[config.mk]
export PLATFORM = sky130hd
export DESIGN_NAME = carry_skip_adder_pipe
export DESIGN_NICKNAME = d
export VERILOG_FILES = /design/src/rtl/csa_pkg.sv /design/src/rtl/csa_skip_group.sv /design/src/rtl/carry_skip_adder_pipe.sv
export SDC_FILE = /design/constraint.sdc
export NUM_CORES = 1
export LEC_CHECK = 0
export BUFFER_PORTS_ARGS = -buffer_cell sky130_fd_sc_hd__buf_4
export CAP_MARGIN = 15
export CORE_UTILIZATION = 58
export DETAILED_ROUTE_END_ITERATION = 16
export PLACE_DENSITY = 0.9
export SLEW_MARGIN = 10
export SYNTH_ARGS = -nofsm -noshare
export SYNTH_HDL_FRONTEND = slang
export SYNTH_SLANG_ARGS = --single-unit
export TNS_END_PERCENT = 100
[constraint.sdc]
create_clock -name clk -period 3.4 [get_ports clk]
set_clock_uncertainty 0.2 [all_clocks]
set_input_delay 0.51 -clock clk [delete_from_list [all_inputs] [get_ports clk]]
set_output_delay 0.51 -clock clk [all_outputs]
set_load 0.005 [all_outputs]
[src/rtl/csa_pkg.sv]
// Shared constants and helpers for the pipelined carry-skip adder.
package csa_pkg;

  localparam logic SUB_MODE = 1'b1;

  // Number of skip groups, which is also the number of pipeline stages.
  function automatic int unsigned nblk(input int unsigned width, input int unsigned block);
    return (block == 0) ? 1 : width / block;
  endfunction

endpackage

[src/rtl/csa_skip_group.sv]
// One BLOCK-bit carry-skip group: ripple sum, propagate-AND reduction and skip mux.
module csa_skip_group #(
  parameter int unsigned BLOCK = 4
) (
  input  logic [BLOCK-1:0] a,
  input  logic [BLOCK-1:0] b,
  input  logic             ci,
  output logic [BLOCK-1:0] s,
  output logic             co,
  output logic             p
);

  logic [BLOCK:0] c;

  always_comb begin
    c    = '0;
    s    = '0;
    c[0] = ci;
    for (int i = 0; i < BLOCK; i++) begin
      s[i]     = a[i] ^ b[i] ^ c[i];
      c[i + 1] = (a[i] & b[i]) | ((a[i] ^ b[i]) & c[i]);
    end
  end

  assign p  = &(a ^ b);
  // When every bit propagates, the incoming carry bypasses the ripple chain.
  assign co = p ? ci : c[BLOCK];

endmodule

[src/rtl/carry_skip_adder_pipe.sv]
// Pipelined carry-skip adder/subtractor, one skip group resolved per stage.
// Optional signed-overflow output enabled by defining CSA_OVERFLOW_EN.
module carry_skip_adder_pipe
  import csa_pkg::*;
#(
  parameter int unsigned WIDTH = 16,
  parameter int unsigned BLOCK = 4
) (
  input  logic             clk,
  input  logic             rst,
  input  logic             in_valid,
  output logic             in_ready,
  input  logic [WIDTH-1:0] a,
  input  logic [WIDTH-1:0] b,
  input  logic             cin,
  input  logic             sub,
  output logic             out_valid,
  input  logic             out_ready,
  output logic [WIDTH-1:0] sum,
  output logic             cout
`ifdef CSA_OVERFLOW_EN
  ,
  output logic             ovf
`endif
);

  localparam int unsigned NBLK = nblk(WIDTH, BLOCK);

  if (BLOCK < 1) begin : g_bad_block
    $fatal(1, "carry_skip_adder_pipe: BLOCK must be at least 1");
  end else if (WIDTH % BLOCK != 0) begin : g_bad_width
    $fatal(1, "carry_skip_adder_pipe: WIDTH must be a multiple of BLOCK");
  end

  typedef struct packed {
    logic             valid;
    logic [WIDTH-1:0] sum;
    logic [WIDTH-1:0] a;
    logic [WIDTH-1:0] b;
    logic             carry;
`ifdef CSA_OVERFLOW_EN
    logic             ovf;
`endif
  } stage_t;

  stage_t stage_q [NBLK];
  stage_t in_stage;
  logic   advance;

  assign advance  = !out_valid || out_ready;
  assign in_ready = advance;

  // Map subtraction onto the adder core; bubbles carry all-zero data.
  always_comb begin
    in_stage = '0;
    if (in_valid) begin
      in_stage.valid = 1'b1;
      in_stage.a     = a;
      in_stage.b     = (sub == SUB_MODE) ? ~b : b;
      in_stage.carry = (sub == SUB_MODE) ? ~cin : cin;
    end
  end

  for (genvar k = 0; k < NBLK; k++) begin : g_stage
    stage_t           src;
    stage_t           stage_d;
    logic [BLOCK-1:0] grp_s;
    logic             grp_co;
    logic             unused_p;

    if (k == 0) begin : g_first
      assign src = in_stage;
    end else begin : g_next
      assign src = stage_q[k-1];
    end

    csa_skip_group #(.BLOCK(BLOCK)) u_grp (
      .a  (src.a[k*BLOCK +: BLOCK]),
      .b  (src.b[k*BLOCK +: BLOCK]),
      .ci (src.carry),
      .s  (grp_s),
      .co (grp_co),
      .p  (unused_p)
    );

    always_comb begin
      stage_d                       = src;
      stage_d.a[k*BLOCK +: BLOCK]   = '0;
      stage_d.b[k*BLOCK +: BLOCK]   = '0;
      stage_d.sum[k*BLOCK +: BLOCK] = grp_s;
      stage_d.carry                 = grp_co;
`ifdef CSA_OVERFLOW_EN
      // Carry into the MSB is recovered from the MSB sum bit; meaningful in the last stage only.
      stage_d.ovf = (src.a[WIDTH-1] ^ src.b[WIDTH-1] ^ grp_s[BLOCK-1]) ^ grp_co;
`endif
      if (!src.valid) begin
        stage_d = '0;
      end
    end

    always_ff @(posedge clk or posedge rst) begin
      if (rst) begin
        stage_q[k] <= '0;
      end else if (advance) begin
        stage_q[k] <= stage_d;
      end
    end
  end

  assign out_valid = stage_q[NBLK-1].valid;
  assign sum       = stage_q[NBLK-1].sum;
  assign cout      = stage_q[NBLK-1].carry;
`ifdef CSA_OVERFLOW_EN
  assign ovf       = stage_q[NBLK-1].ovf;
`endif

  logic unused_tail;
  assign unused_tail = ^{stage_q[NBLK-1].a, stage_q[NBLK-1].b};

endmodule
==> Word level (Yosys, flattened, before mapping) <==
Index checks and enable logic that the tools add are counted.
{ "totals": {"out_inout_bits": 19, "inputBits": 38, "register_bits": 164} }
{ "op_classes": {"reduce_logical": 6, "muxes": 12, "bitwise": 86} }
{ "ops": {"columns": ["operator", "count"], "rows": [
  ["50-bit 2-to-1 mux", 4],
  ["33-bit 2-to-1 mux", 1],
  ["1-bit bitwise AND", 32],
  ["1-bit XOR", 32],
  ["16-bit 2-to-1 mux", 1],
  ["16-bit inverter", 1],
  ["1-bit bitwise OR", 16],
  ["4-bit AND reduction", 4],
  ["4-bit XOR", 4],
  ["1-bit 2-to-1 mux", 6],
  ["1-bit logical NOT", 1],
  ["1-bit logical OR", 1],
  ["1-bit inverter", 1]
]} }

==> Longest topological paths before layout <==
Gate-level depths: netlist (run 1).
{ "depth": {"word_depth": 14, "depth_mapped": 9, "depth_no_buf": 8} }

==> Cells and area by module <==
Synthesis (run 1) repeated with hierarchy kept, for this count alone.
{ "unflattened": {"cells_unflattened": 512, "hier_area_um2": 5077.4} }
{ "modules_own_cells": {"columns": ["module", "cells_per_inst", "n_inst", "area_each_um2"], "rows": [
  ["carry_skip_adder_pipe", 436, 1, 4336.7],
  ["csa_skip_group", 19, 4, 185.2]
]} }

==> Worst setup path after synthesis (run 1) <==
Ideal clock, no wire load.
{ "synth_path": {"kind": "input to register", "from": "input in_valid", "to": "register stage_q, in the netlist g_stage[1].src[0]", "required_ns": 3.108, "slack_ns": 0.002, "setup_time_ns": 0.092, "stages": 9, "arrival_time_ns": 3.107, "cell_sequence": "buf_2 -> buf_1 -> nand2_1 -> fa_1 -> fa_1 -> fa_1 -> fa_1 -> and2_1 -> o31ai_2"} }
{ "synth_between": {"elab_chain_len": 12, "elab_cells_between_ends": 22, "cone_classes": "mux: 4; bitwise: 17; reduce/logical: 1"} }
{ "synth_lines": {"columns": ["element", "line_no", "rtl"], "rows": [
  ["start, declared", "carry_skip_adder_pipe.sv:11", "input logic in_valid,"],
  ["33-bit 2-to-1 mux", "carry_skip_adder_pipe.sv:56", "if (in_valid) begin"],
  ["1-bit XOR", "csa_skip_group.sv:21", "c[i + 1] = (a[i] & b[i]) | ((a[i] ^ b[i]) & c[i]);"],
  ["1-bit bitwise AND", "csa_skip_group.sv:21", null],
  ["1-bit bitwise OR", "csa_skip_group.sv:21", null],
  ["1-bit bitwise AND", "csa_skip_group.sv:21", null],
  ["1-bit bitwise OR", "csa_skip_group.sv:21", null],
  ["1-bit bitwise AND", "csa_skip_group.sv:21", null],
  ["1-bit bitwise OR", "csa_skip_group.sv:21", null],
  ["1-bit bitwise AND", "csa_skip_group.sv:21", null],
  ["1-bit bitwise OR", "csa_skip_group.sv:21", null],
  ["1-bit 2-to-1 mux", "csa_skip_group.sv:27", "assign co = p ? ci : c[BLOCK];"],
  ["50-bit 2-to-1 mux (*)", "carry_skip_adder_pipe.sv:96", "if (!src.valid) begin"],
  ["end signal, assigned by index", "carry_skip_adder_pipe.sv:105", "stage_q[k] <= stage_d;"],
  ["end, declared", "carry_skip_adder_pipe.sv:46", "stage_t stage_q [NBLK];"]
]} }
Mark *: on every way between the ends. The rest lies on a longest branch, timed or not.
A chain may end at the register's enable or synchronous reset.

==> Worst setup path in the final report (run 1) <==
{ "layout_path": {"from": "input sub", "to": "register stage_q, in the netlist g_stage[1].src[0]"} }
{ "layout_between": {"elab_chain_len": 13, "elab_cells_between_ends": 23, "cone_classes": "mux: 5; bitwise: 17; reduce/logical: 1"} }
{ "layout_lines": {"columns": ["element", "line_no", "rtl"], "rows": [
  ["start, declared", "carry_skip_adder_pipe.sv:16", "input logic sub,"],
  ["16-bit 2-to-1 mux", "carry_skip_adder_pipe.sv:59", "in_stage.b = (sub == SUB_MODE) ? ~b : b;"],
  ["33-bit 2-to-1 mux (*)", "carry_skip_adder_pipe.sv:56", null],
  ["1-bit XOR", "csa_skip_group.sv:21", null],
  ["1-bit bitwise AND", "csa_skip_group.sv:21", null],
  ["1-bit bitwise OR", "csa_skip_group.sv:21", null],
  ["1-bit bitwise AND", "csa_skip_group.sv:21", null],
  ["1-bit bitwise OR", "csa_skip_group.sv:21", null],
  ["1-bit bitwise AND", "csa_skip_group.sv:21", null],
  ["1-bit bitwise OR", "csa_skip_group.sv:21", null],
  ["1-bit bitwise AND", "csa_skip_group.sv:21", null],
  ["1-bit bitwise OR", "csa_skip_group.sv:21", null],
  ["1-bit 2-to-1 mux (*)", "csa_skip_group.sv:27", null],
  ["50-bit 2-to-1 mux (*)", "carry_skip_adder_pipe.sv:96", null]
]} }
Marks and branches as above.

==> out/results.txt, run 1 <==
Max Clk Rate = 333.6 MHz
Sequential area share after synthesis = 51.89%
VDD IR max = 0.3120 mV
Yosys top cell area share = 51.89%
Fin nets = 594
Die Y = 91.34 µm
Post-CTS Setup Bufs = 0
Total track usage = 23.67%
Max_cap viols = 0
Clock Path Buffers = 2
Clock buffer count from CTS = 9
CP Data Required Time = 3470 ps
Asr flop ratio synth = 100.0%
PD cells = 602.9 nW/µm²
Initial antenna violation count = 0
Mean post-synth cell area = 9.585 µm²
CTS Hold Bufs = 0
Worst-Skew Late Latency = 360 ps
Area delta synth->final = 13.86%
Dpl cells = 615
CP Max Fanout = 5
Gr ovfl total = 0
Min cycle time layout = 2998 ps
Hpwl dp = 6004 µm
Port bufs = 56
Final Wtd Congestion = 0.9358
Per-cell routed wire length = 13.84 µm
Measured slew at the worst slew-check pin = 801.5 ps
Final non-filler cell total = 631
Vias in the first global route = 3,375
1st-pass router iterations = 4
Post-Route WL = 8731 µm
Io pins = 57
# rows = 32
DR iter-0 viols = 212
CP delay by family, top = adder cells
Synth warn = 0
FF-to-FF setup slack = 920 ps
CP most frequent cell = fa_1
Worst path cell trace = buf_4 -> xor2_2 -> nand2_1 -> fa_1 -> fa_1 -> fa_1 -> fa_1 -> and2_1 -> o31ai_2
CTS root buf = clkbuf_8
CTS H-tree depth = 3
Final number of hold-violating endpoints = 0
RSZ-0062 raised after global routing = false
Synth Register Bits = 96
TNS Setup = 0 ps
Synth area leaders = dfrtp_1 52%, nand2_1 13%, nand3_1 7.1%
Setup CP Type = primary input to register
Synth unique cells = 27
Layout cells sized above 1 = 15.31%
Min-Delay Path Class = primary input to async pin
Post-CTS resize count = 0
Cell count after synthesis = 483
Cell taking the most area after synthesis = dfrtp_1
Leakage = 2.843 nW
R2R depth = 8
Max incr delay on CP = 470 ps
Critical path arrival = 3070 ps
# setup viols final = 0
CP bufs+invs = 1
Mapped cell area = 4629 µm²
Top_reg_cell synth = dfrtp_1
GR met1 Demand/Resource = 29.46%
First-pass GRT wire length = 15,260 µm
GRT busiest layer = met2
CTS tree = yes
DRC Markers = 0
Status = completed
Grt met2 use = 40.21%
EDFF count, synth = 0
GR Util met3 = 4.020%
Fill count = 599
Worst relative slew slack = 46.57%
CTS sink count = 96
Antenna-violating nets left = 0
Critical register-to-register path startpoint = g_stage[1].src[0]
Syn_nets = 553
Initial Util = 59.91%
CP endpoint kind = register
Critical Path Slowest Stage Cell = fa_1
Vias per cell = 5.254
Routed via count = 3,315
Slew Viols, Final = 0
Post-route clock period utilization = 88.18%
Largest net degree at the start of global routing = 84
Antenna fix cells = 0
DIE WIDTH = 91.34 µm
Die area = 8343 µm²
Worst R2R End = g_stage[2].src[40]
CP startpoint kind = primary input
Clock transition at path regs = 90 ps
Core box area = 7727 µm²
## layout make-up
class                           instances  area, µm²  area share [%]
Clock inverter                          3      65.06           1.234
Timing Repair Buffer                   62      490.5           9.305
Multi-Input combinational cell        327       1931           36.62
Sequential cell                        96       2402           45.57
Clock buffer                           13      148.9           2.825
Inverter                               28      106.4           2.018
Tap cell                              102      127.6           2.421
## per-stage QoR
stage | worst slack, ps | total power [mW] | area [µm²] | hold WS, ps | util [%]
2_1_floorplan | 1.533 | 2.151 | 4629 | 238.4 | -
3_3_place_gp | 111.5 | 2.334 | 5057 | 248.7 | 65.45
3_5_place_dp | 25.14 | 2.391 | 5057 | 255.1 | 65.45
4_1_cts | 402.0 | 3.189 | 5271 | 51.19 | 68.22
5_1_grt | 315.5 | 3.383 | 5271 | 80.64 | 68.22
6_report | 402.0 | 3.178 | 5271 | 35.19 | 68.22
## flip-flops by register name, indices dropped and copies added, names as in the netlist
register,count
g_stage.src,78
sum,16
cout,1
out_valid,1
## where the power goes
| part | switching [mW] | leakage [nW] | internal (mW) |
|---|---|---|---|
| clock network | 0.362 | 0.108 | 0.434 |
| registers | 0.240 | 1.29 | 1.38 |
| logic | 0.456 | 1.45 | 0.304 |
## per-layer routing
layer,wire length (µm),vias up
li1,-,1603
met1,3654,1580
met2,4415,109
met3,438,23
met4,222,0
met5,0,-
## synthesized netlist by cell type, types with 2 or more instances
cell type  number
buf_1           5
o22ai_1         2
o21ai_0         6
mux2i_1         3
o21ai_1        17
nand2_1       164
fa_1           16
buf_6           4
nand3_1        66
clkbuf_1        2
nand4_1         4
nand3b_1       10
inv_1          27
dfrtp_1        96
buf_2          13
buf_4           8
xnor2_1        12
ha_1           16
xor2_1          4
## cell families after synthesis
| group | share of synthesized area [%] |
|---|---|
| muxes | 0.6487 |
| buffers and inverters | 6.514 |
| xor gates and xnor gates | 3.378 |
| and+or+nand+nor | 23.19 |
| adders and majority gates | 11.24 |
| DFF | 51.89 |
| AOI/OAI and AO/OA | 3.135 |
## worst max-delay path by stage
stage | start | to | slack, ps | cells after the start
detailed placement | sub | g_stage[1].src[0] | 30 | 9
finish | sub | g_stage[1].src[0] | 400 | 9
CTS | sub | g_stage[1].src[0] | 400 | 9
floorplan | in_valid | g_stage[1].src[0] | 2 | 9
global placement | sub | g_stage[1].src[0] | 110 | 9
global route | sub | g_stage[1].src[0] | 320 | 9
## placed cells by master, fill, tap and decap left out
master / netlist / final
nand2_1: 164 / 164
dfrtp_1: 96 / 96
nand3_1: 66 / 66
buf_4: 8 / 60
inv_1: 27 / 26
o21ai_1: 17 / 17
fa_1: 16 / 16
ha_1: 16 / 16
xnor2_1: 12 / 12
nand3b_1: 10 / 10
clkbuf_8: 0 / 10
o21ai_0: 6 / 6
xor2_1: 4 / 4
nand4_1: 4 / 4
mux2i_1: 3 / 3
clkbuf_1: 2 / 3
o22ai_1: 2 / 2
clkinv_2: 0 / 2
bufinv_16: 0 / 2
buf_12: 0 / 2
nor2b_4: 0 / 1
inv_2: 1 / 1
nand2_2: 1 / 1
xor2_2: 1 / 1
nand2b_1: 1 / 1
a21oi_1: 1 / 1
and2_1: 1 / 1
o31ai_2: 1 / 1
Power figures use the tool's default switching activity.
==> run 2, diff against run 1 <==
--- a/config.mk
+++ b/config.mk
@@ -7,11 +7,12 @@
 export LEC_CHECK = 0
 export BUFFER_PORTS_ARGS = -buffer_cell sky130_fd_sc_hd__buf_4
 export CAP_MARGIN = 15
-export CORE_UTILIZATION = 58
+export CORE_UTILIZATION = 59
 export DETAILED_ROUTE_END_ITERATION = 16
 export PLACE_DENSITY = 0.9
 export SLEW_MARGIN = 10
 export SYNTH_ARGS = -nofsm -noshare
 export SYNTH_HDL_FRONTEND = slang
+export SYNTH_HIERARCHICAL = 1
 export SYNTH_SLANG_ARGS = --single-unit
 export TNS_END_PERCENT = 100
==> run 2 against run 1 <==
Synthesized cell count grew 6.0%. Critical path depth is 4 higher. Flip-flop and latch count is the same. Hold slack better by 23 ps. Area after synthesis grew 9.7%. Design area is 7.2% higher. Die area grew 7.6%. Highest routed layer unchanged.
==> out/results.txt, run 2 <==
Status = completed
Worst R2R End = g_stage[3].src[44]
CTS H-tree depth = 3 (unchanged)
CTS Hold Bufs = 0 (unchanged)
Synth warn = 6 (+6)
Die area = 8980 µm² (+7.6%)
Post-CTS Setup Bufs = 0 (unchanged)
Clock Path Buffers = 2 (unchanged)
Sequential share of power = 53.0% (+2.0 points)
Yosys top cell area share = 47.31% (-4.6 points)
Worst-Skew Late Latency = 360 ps (about the same)
Max FFs per register = 78 (unchanged)
# setup viols final = 0 (unchanged)
Asr flop ratio synth = 100.0% (unchanged)
Antenna-violating nets left = 0 (unchanged)
Top cells by count, synth = 96 x dfrtp_1, 92 x nand3b_1, 80 x nand2_1, 80 x o21ai_0, 37 x inv_1
Cell count after synthesis = 512 (+6.0%)
Max_cap viols = 0 (unchanged)
Vias per cell = 5.522 (+5.1%)
CTS root buf = clkbuf_8
Clock transition at path regs = 90 ps (about the same)
Area delta synth->final = 11.26%
CP Data Required Time = 3480 ps (about the same)
Fin nets = 611 (+2.9%)
Clock buffer count from CTS = 9 (unchanged)
Vias in the first global route = 3,424 (+1.5%)
Layout Utilization = 68.41% (+0.19 points)
Gr ovfl total = 0 (unchanged)
Post-Route WL = 9416 µm (+7.8%)
Commonest non-fill, non-tap cells in the layout = 95 x dfrtp_1, 92 x nand3b_1, 80 x nand2_1, 80 x o21ai_0, 59 x buf_4
Post-route clock period utilization = 81.70% (-6.5 points)
Die Y = 94.77 µm (+3.7%)
Int Pwr = 2.048 mW (-3.4%)
# rows = 33 (+3.1%)
Final number of hold-violating endpoints = 0 (unchanged)
Port bufs = 56 (unchanged)
CTS sink count = 96 (unchanged)
Count leader, synth = dfrtp_1
EDFF count, synth = 0 (unchanged)
Hpwl dp = 6033 µm (+0.48%)
Initial Util = 61.48% (+1.6 points)
Leakage = 2.550 nW (-10%)
Comb power frac = 26.5% (+2.6 points)
Min cycle time layout = 2778 ps (-220.1 ps)
Mean post-synth cell area = 9.917 µm² (+3.5%)
DIE WIDTH = 94.77 µm (+3.7%)
Hold_ws = 58.12 ps (+22.93 ps)
TNS Setup = 0 ps (unchanged)
Cell taking the most area after synthesis = dfrtp_1
VDD IR max = 0.2986 mV (-4.3%)
Synth unique cells = 22 (-19%)
Syn_nets = 582 (+5.2%)
Critical path arrival = 2860 ps (-210 ps)
PD cells = 575.0 nW/µm² (-4.6%)
Max Clk Rate = 360.0 MHz (+7.9%)
CP endpoint kind = register
Top_reg_cell synth = dfrtp_1
Measured slew at the worst slew-check pin = 795.2 ps (-6.330 ps)
Core box area = 8258 µm² (+6.9%)
RSZ-0062 raised after global routing = false
Post-CTS resize count = 0 (unchanged)
Routed via count = 3,595 (+8.4%)
CP Max Fanout = 23 (+18)
Min-Delay Path Class = primary input to async pin
Layout cells sized above 1 = 15.38% (+0.073 points)
Setup CP Type = primary input to register
Synth Register Bits = 96 (unchanged)
Switching Share = 36.95% (+3.7 points)
Io pins = 57 (unchanged)
DRC Markers = 0 (unchanged)
DR iter-0 viols = 202 (-4.7%)
Per-cell routed wire length = 14.46 µm (+4.5%)
Clock network power share = 20.5% (-4.6 points)
Fill count = 635 (+6.0%)
First-pass GRT wire length = 16,140 µm (+5.8%)
Commonest non-fill, non-tap cell in the layout = dfrtp_1
1st-pass router iterations = 5 (+1)
Mapped cell area = 5077 µm² (+9.7%)
Antenna fix cells = 0 (unchanged)
FF-to-FF setup slack = 870 ps (-50 ps)
Area occupied by multi-input gates = 2333 µm² (+21%)
Worst relative slew slack = 46.99% (+0.42 points)
Power Total = 3.248 mW (+2.2%)
Final Wtd Congestion = 0.7944 (-15%)
R2R depth = 10 (+2)
Switching pwr = 1.200 mW (+13%)
Sequential area share after synthesis = 47.31% (-4.6 points)
Total track usage = 22.99% (-0.68 points)
Initial antenna violation count = 0 (unchanged)
Register area = 2404 µm² (about the same)
CP startpoint kind = primary input
Slew Viols, Final = 0 (unchanged)
Critical register-to-register path startpoint = g_stage[2].src[9]
Largest net degree at the start of global routing = 94 (+12%)
Synth area leaders = dfrtp_1 47%, nand3b_1 14%, o21ai_0 7.9%
CTS tree = yes
==> run 2: critical path: stages <==
cell and delay, ps:
buf_4 190, inv_2 240, nor2_1 90, inv_1 120, fa_1 200, inv_1 60
fa_1 370, fa_1 360, inv_1 80, fa_1 400, inv_1 60, nand2_1 40
o21ai_0 140
==> run 2: kinds of logic after synthesis <==
| kind of cell | count (synthesis) | synth area share, % |
|---|---|---|
| multiplexers | 7 | 1.454 |
| AND/OR/NAND/NOR | 187 | 21.66 |
| buffers and inverters | 81 | 6.727 |
| XOR/XNOR | 17 | 2.932 |
| adder cells (fa/ha/maj) | 32 | 10.25 |
| flip-flops | 96 | 47.31 |
| AO/OA/AOI/OAI | 92 | 9.660 |
==> run 2: worst max path at each step <==
stage,from,end,slack [ps],cells past startpoint
2_1_floorplan,rst,cout,180,1
3_3_place_gp,in_valid,g_stage[1].src[36],360,13
3_5_place_dp,in_valid,g_stage[1].src[36],260,13
4_1_cts,in_valid,g_stage[1].src[36],640,13
5_1_grt,in_valid,g_stage[1].src[36],470,13
6_report,in_valid,g_stage[1].src[36],620,13
==> run 2: metal layers <==
layer	global-route usage, %	wire (µm)	vias up
met5	0	0	-
met4	7.576	130	0
met3	4.187	473	13
met2	34.77	4566	103
met1	33.58	4245	1736
li1	-	-	1743
==> run 2: area by class of cell <==
cell class | instances | area share [%]
inverters | 39 | 2.614
multi-input cells | 335 | 41.31
well taps | 105 | 2.326
clock inverters | 6 | 0.7530
clock buffers | 10 | 2.259
repair buffers | 60 | 8.195
flip-flops and latches | 96 | 42.55
==> run 2: power groups by stage <==
stage,Clock [mW],Combinational [mW],Sequential [mW]
after global routing,0.730,0.986,1.78
after CTS,0.680,0.870,1.72
after detailed placement,0,0.863,1.75
final,0.664,0.862,1.72
after global placement,0,0.829,1.72
after floorplan,0,0.717,1.59
==> run 2: metrics by stage <==
stage	setup WS [ps]	area, µm²	std cells
after floorplan	184.6	5077	512
after global placement	361.9	5479	635
after detailed placement	258.4	5479	635
after CTS	641.3	5649	651
after global routing	465.7	5649	651
final	622.1	5649	651
==> run 3, diff against run 2 <==
==> constraint.sdc (replaced) <==
create_clock -name clk -period 2.6 [get_ports clk]
set_clock_uncertainty 0.2 [all_clocks]
set_input_delay 0.39 -clock clk [delete_from_list [all_inputs] [get_ports clk]]
set_output_delay 0.39 -clock clk [all_outputs]
set_load 0.005 [all_outputs]
==> run 3 against run 2 <==
Via count rose by 1.1%. Design area rose by 3.5%. Critical path type is now register to register. Die area did not move. Flip-flop and latch count did not move. Power rose by 43%. Critical endpoint is now g_stage[3].src[44]. Global-route usage rose by 2.3 points. Largest cell class unchanged. Wire length rose by 6.1%. Hold slack improved by 10 ps. Cell count rose by 2.2%.
==> out/results.txt, run 3 (synthesized netlist as in run 2, its figures left out) <==
CP startpoint kind = register
Post-route clock period utilization = 94.59%
1st-pass router iterations = 5 (unchanged)
Min cycle time layout = 2459 ps
CP bufs+invs = 4 (-2)
CP most frequent cell = inv_1
Power Total = 4.654 mW (+43%)
Final number of hold-violating endpoints = 0 (unchanged)
Max_cap viols = 0 (unchanged)
Commonest non-fill, non-tap cell in the layout = dfrtp_1
Antenna fix cells = 0 (unchanged)
Antenna-violating nets left = 0 (unchanged)
Max incr delay on CP = 430 ps (+30 ps)
Io pins = 57 (unchanged)
Worst R2R End = g_stage[3].src[44]
GR Util met3 = 3.462% (-0.72 points)
R2R depth = 10 (unchanged)
Hpwl dp = 6420 µm (+6.4%)
Area delta synth->final = 15.20%
GR met1 Demand/Resource = 35.18% (+1.6 points)
Die Y = 94.77 µm (unchanged)
VDD IR max = 0.3936 mV (+32%)
Grt met2 use = 40.83% (+6.1 points)
CP Max Fanout = 3 (-87%)
PD cells = 795.6 nW/µm² (+38%)
Clock Path Buffers = 2 (unchanged)
First-pass GRT wire length = 17,620 µm (+9.2%)
CTS H-tree depth = 3 (unchanged)
Commonest non-fill, non-tap cells in the layout = 95 x dfrtp_1, 92 x nand3b_1, 80 x nand2_1
# rows = 33 (unchanged)
Min-Delay Path Class = primary input to register
Fill count = 612 (-3.6%)
Clock network power share = 25.7% (+5.2 points)
Total track usage = 25.34% (+2.3 points)
Critical register-to-register path startpoint = g_stage[2].src[9]
Setup CP Type = register to register
CTS root buf = clkbuf_8
DRC Markers = 0 (unchanged)
Core box area = 8258 µm² (unchanged)
Switching pwr = 1.615 mW (+35%)
DIE WIDTH = 94.77 µm (unchanged)
Worst-Skew Late Latency = 370 ps (about the same)
Initial antenna violation count = 0 (unchanged)
Clock transition at path regs = 90 ps (about the same)
Critical Path Slowest Stage Cell = dfrtp_1
CTS sink count = 96 (unchanged)
Int Pwr = 3.039 mW (+48%)
Comb power frac = 26.7% (+0.2 points)
Crit path launch = g_stage[2].src[9]
DP Area = 5567 µm² (+1.6%)
Port bufs = 56 (unchanged)
Dpl cells = 646 (+1.7%)
CP Data Required Time = 2700 ps (-780 ps)
Slew Viols, Final = 0 (unchanged)
GRT busiest layer = met2
FF-to-FF setup slack = 140 ps (-730 ps)
Switching Share = 34.70% (-2.2 points)
Post-Route WL = 9994 µm (+6.1%)
CTS tree = yes
Initial Util = 61.48% (unchanged)
Layout Utilization = 70.83% (+2.4 points)
Fin nets = 625 (+2.3%)
Layout cells sized above 1 = 19.46% (+4.1 points)
Gr ovfl total = 0 (unchanged)
Routed via count = 3,635 (+1.1%)
Instance count on the critical path = 10 (-3)
Finished Cell Area = 5849 µm² (+3.5%)
Per-cell routed wire length = 15.03 µm (+3.9%)
DR iter-0 viols = 217 (+7.4%)
TNS Setup = 0 ps (unchanged)
CP delay by family, top = adder cells
Critical path arrival = 2560 ps (-300 ps)
Final Wtd Congestion = 0.8242 (+3.8%)
Clock buffer count from CTS = 9 (unchanged)
Final non-filler cell total = 665 (+2.2%)
Worst relative slew slack = 45.26% (-1.7 points)
Sequential share of power = 47.6% (-5.4 points)
CP endpoint kind = register
Max Clk Rate = 406.6 MHz
# setup viols final = 0 (unchanged)
Worst setup path endpoint = g_stage[3].src[44]
Max FFs per register = 78 (unchanged)
RSZ-0062 raised after global routing = false
Vias per cell = 5.466 (-1.0%)
Die area = 8980 µm² (unchanged)
Largest net degree at the start of global routing = 93 (-1.1%)
Leakage = 2.649 nW (+3.9%)
Vias in the first global route = 3,694 (+7.9%)
Status = completed
Measured slew at the worst slew-check pin = 821.1 ps (+25.91 ps)
Worst path cell trace = inv_2 -> fa_2 -> inv_1 -> fa_2 -> fa_1 -> inv_1 -> fa_1 -> inv_1 -> nand2_1 -> o21ai_1
[run 3: cell types whose count changed in the layout (fill, tap and decap cells not counted), sizes merged]
| cell | change |
|---|---|
| buf | +13 |
| bufinv | +3 |
| clkinv | -2 |
| dlygate4sd3 | +1 |
| inv | -1 |
[run 3: layout make-up]
class | count | area (µm²) | area share, %
Timing Repair Buffer | 74 | 558.0 | 9.540
Inverter | 39 | 150.1 | 2.567
Clock buffer | 10 | 137.6 | 2.353
Multi-Input combinational cell | 335 | 2354 | 40.24
Clock inverter | 6 | 115.1 | 1.968
Sequential cell | 96 | 2404 | 41.09
Tap cell | 105 | 131.4 | 2.246
[run 3: stage by stage]
| step | hold WS [ps] | worst slack, ps |
|---|---|---|
| after floorplan | 281.4 | -133.2 |
| after global placement | 284.1 | -49.34 |
| after detailed placement | 292.8 | -158.3 |
| after CTS | 62.40 | 68.76 |
| after global routing | 81.23 | 15.48 |
| final | 68.15 | 140.6 |
[run 3: worst min-delay path by stage]
stage                  startpoint            endpoint  slack (ps)  depth (start not counted)
3_3_place_gp                  rst             sum[12]         280                          2
5_1_grt                     a[10]  g_stage[1].src[27]          80                          3
2_1_floorplan  g_stage[1].src[25]  g_stage[1].src[25]         280                          2
3_5_place_dp                  rst              sum[8]         290                          2
6_report                     a[6]  g_stage[1].src[23]          70                          3
4_1_cts                      a[9]  g_stage[1].src[26]          60                          3
[run 3: routing by layer]
metal	part of all wire, %	routed length [µm]	vias to the layer above
met4	1.1	114	0
met1	46	4594	1756
met2	49	4869	100
met5	0	0	-
met3	4.2	415	9
li1	-	-	1770
[run 3: worst min-delay path: cells and delay by family]
kind,cells,cell delay (ps)
buffers and inverters,1,100
AOI/OAI and AO/OA,1,60
and+or+nand+nor,1,50
[run 3: repair_timing]
item	4_1_cts	5_1_grt
endpoints found under the hold margin	24	0
gates resized for setup	0	8
hold buffers	1	0
setup endpoints to repair	0	3
buffers inserted	0	2
[run 3: power groups by stage]
| stage | combinational, mW | sequential, mW | clock [mW] |
|---|---|---|---|
| 6_report | 1.24 | 2.21 | 1.20 |
| 5_1_grt | 1.42 | 2.28 | 1.28 |
| 4_1_cts | 1.23 | 2.21 | 1.22 |
| 3_3_place_gp | 1.16 | 2.21 | 0 |
| 3_5_place_dp | 1.22 | 2.24 | 0 |
| 2_1_floorplan | 0.945 | 2.08 | 0 |
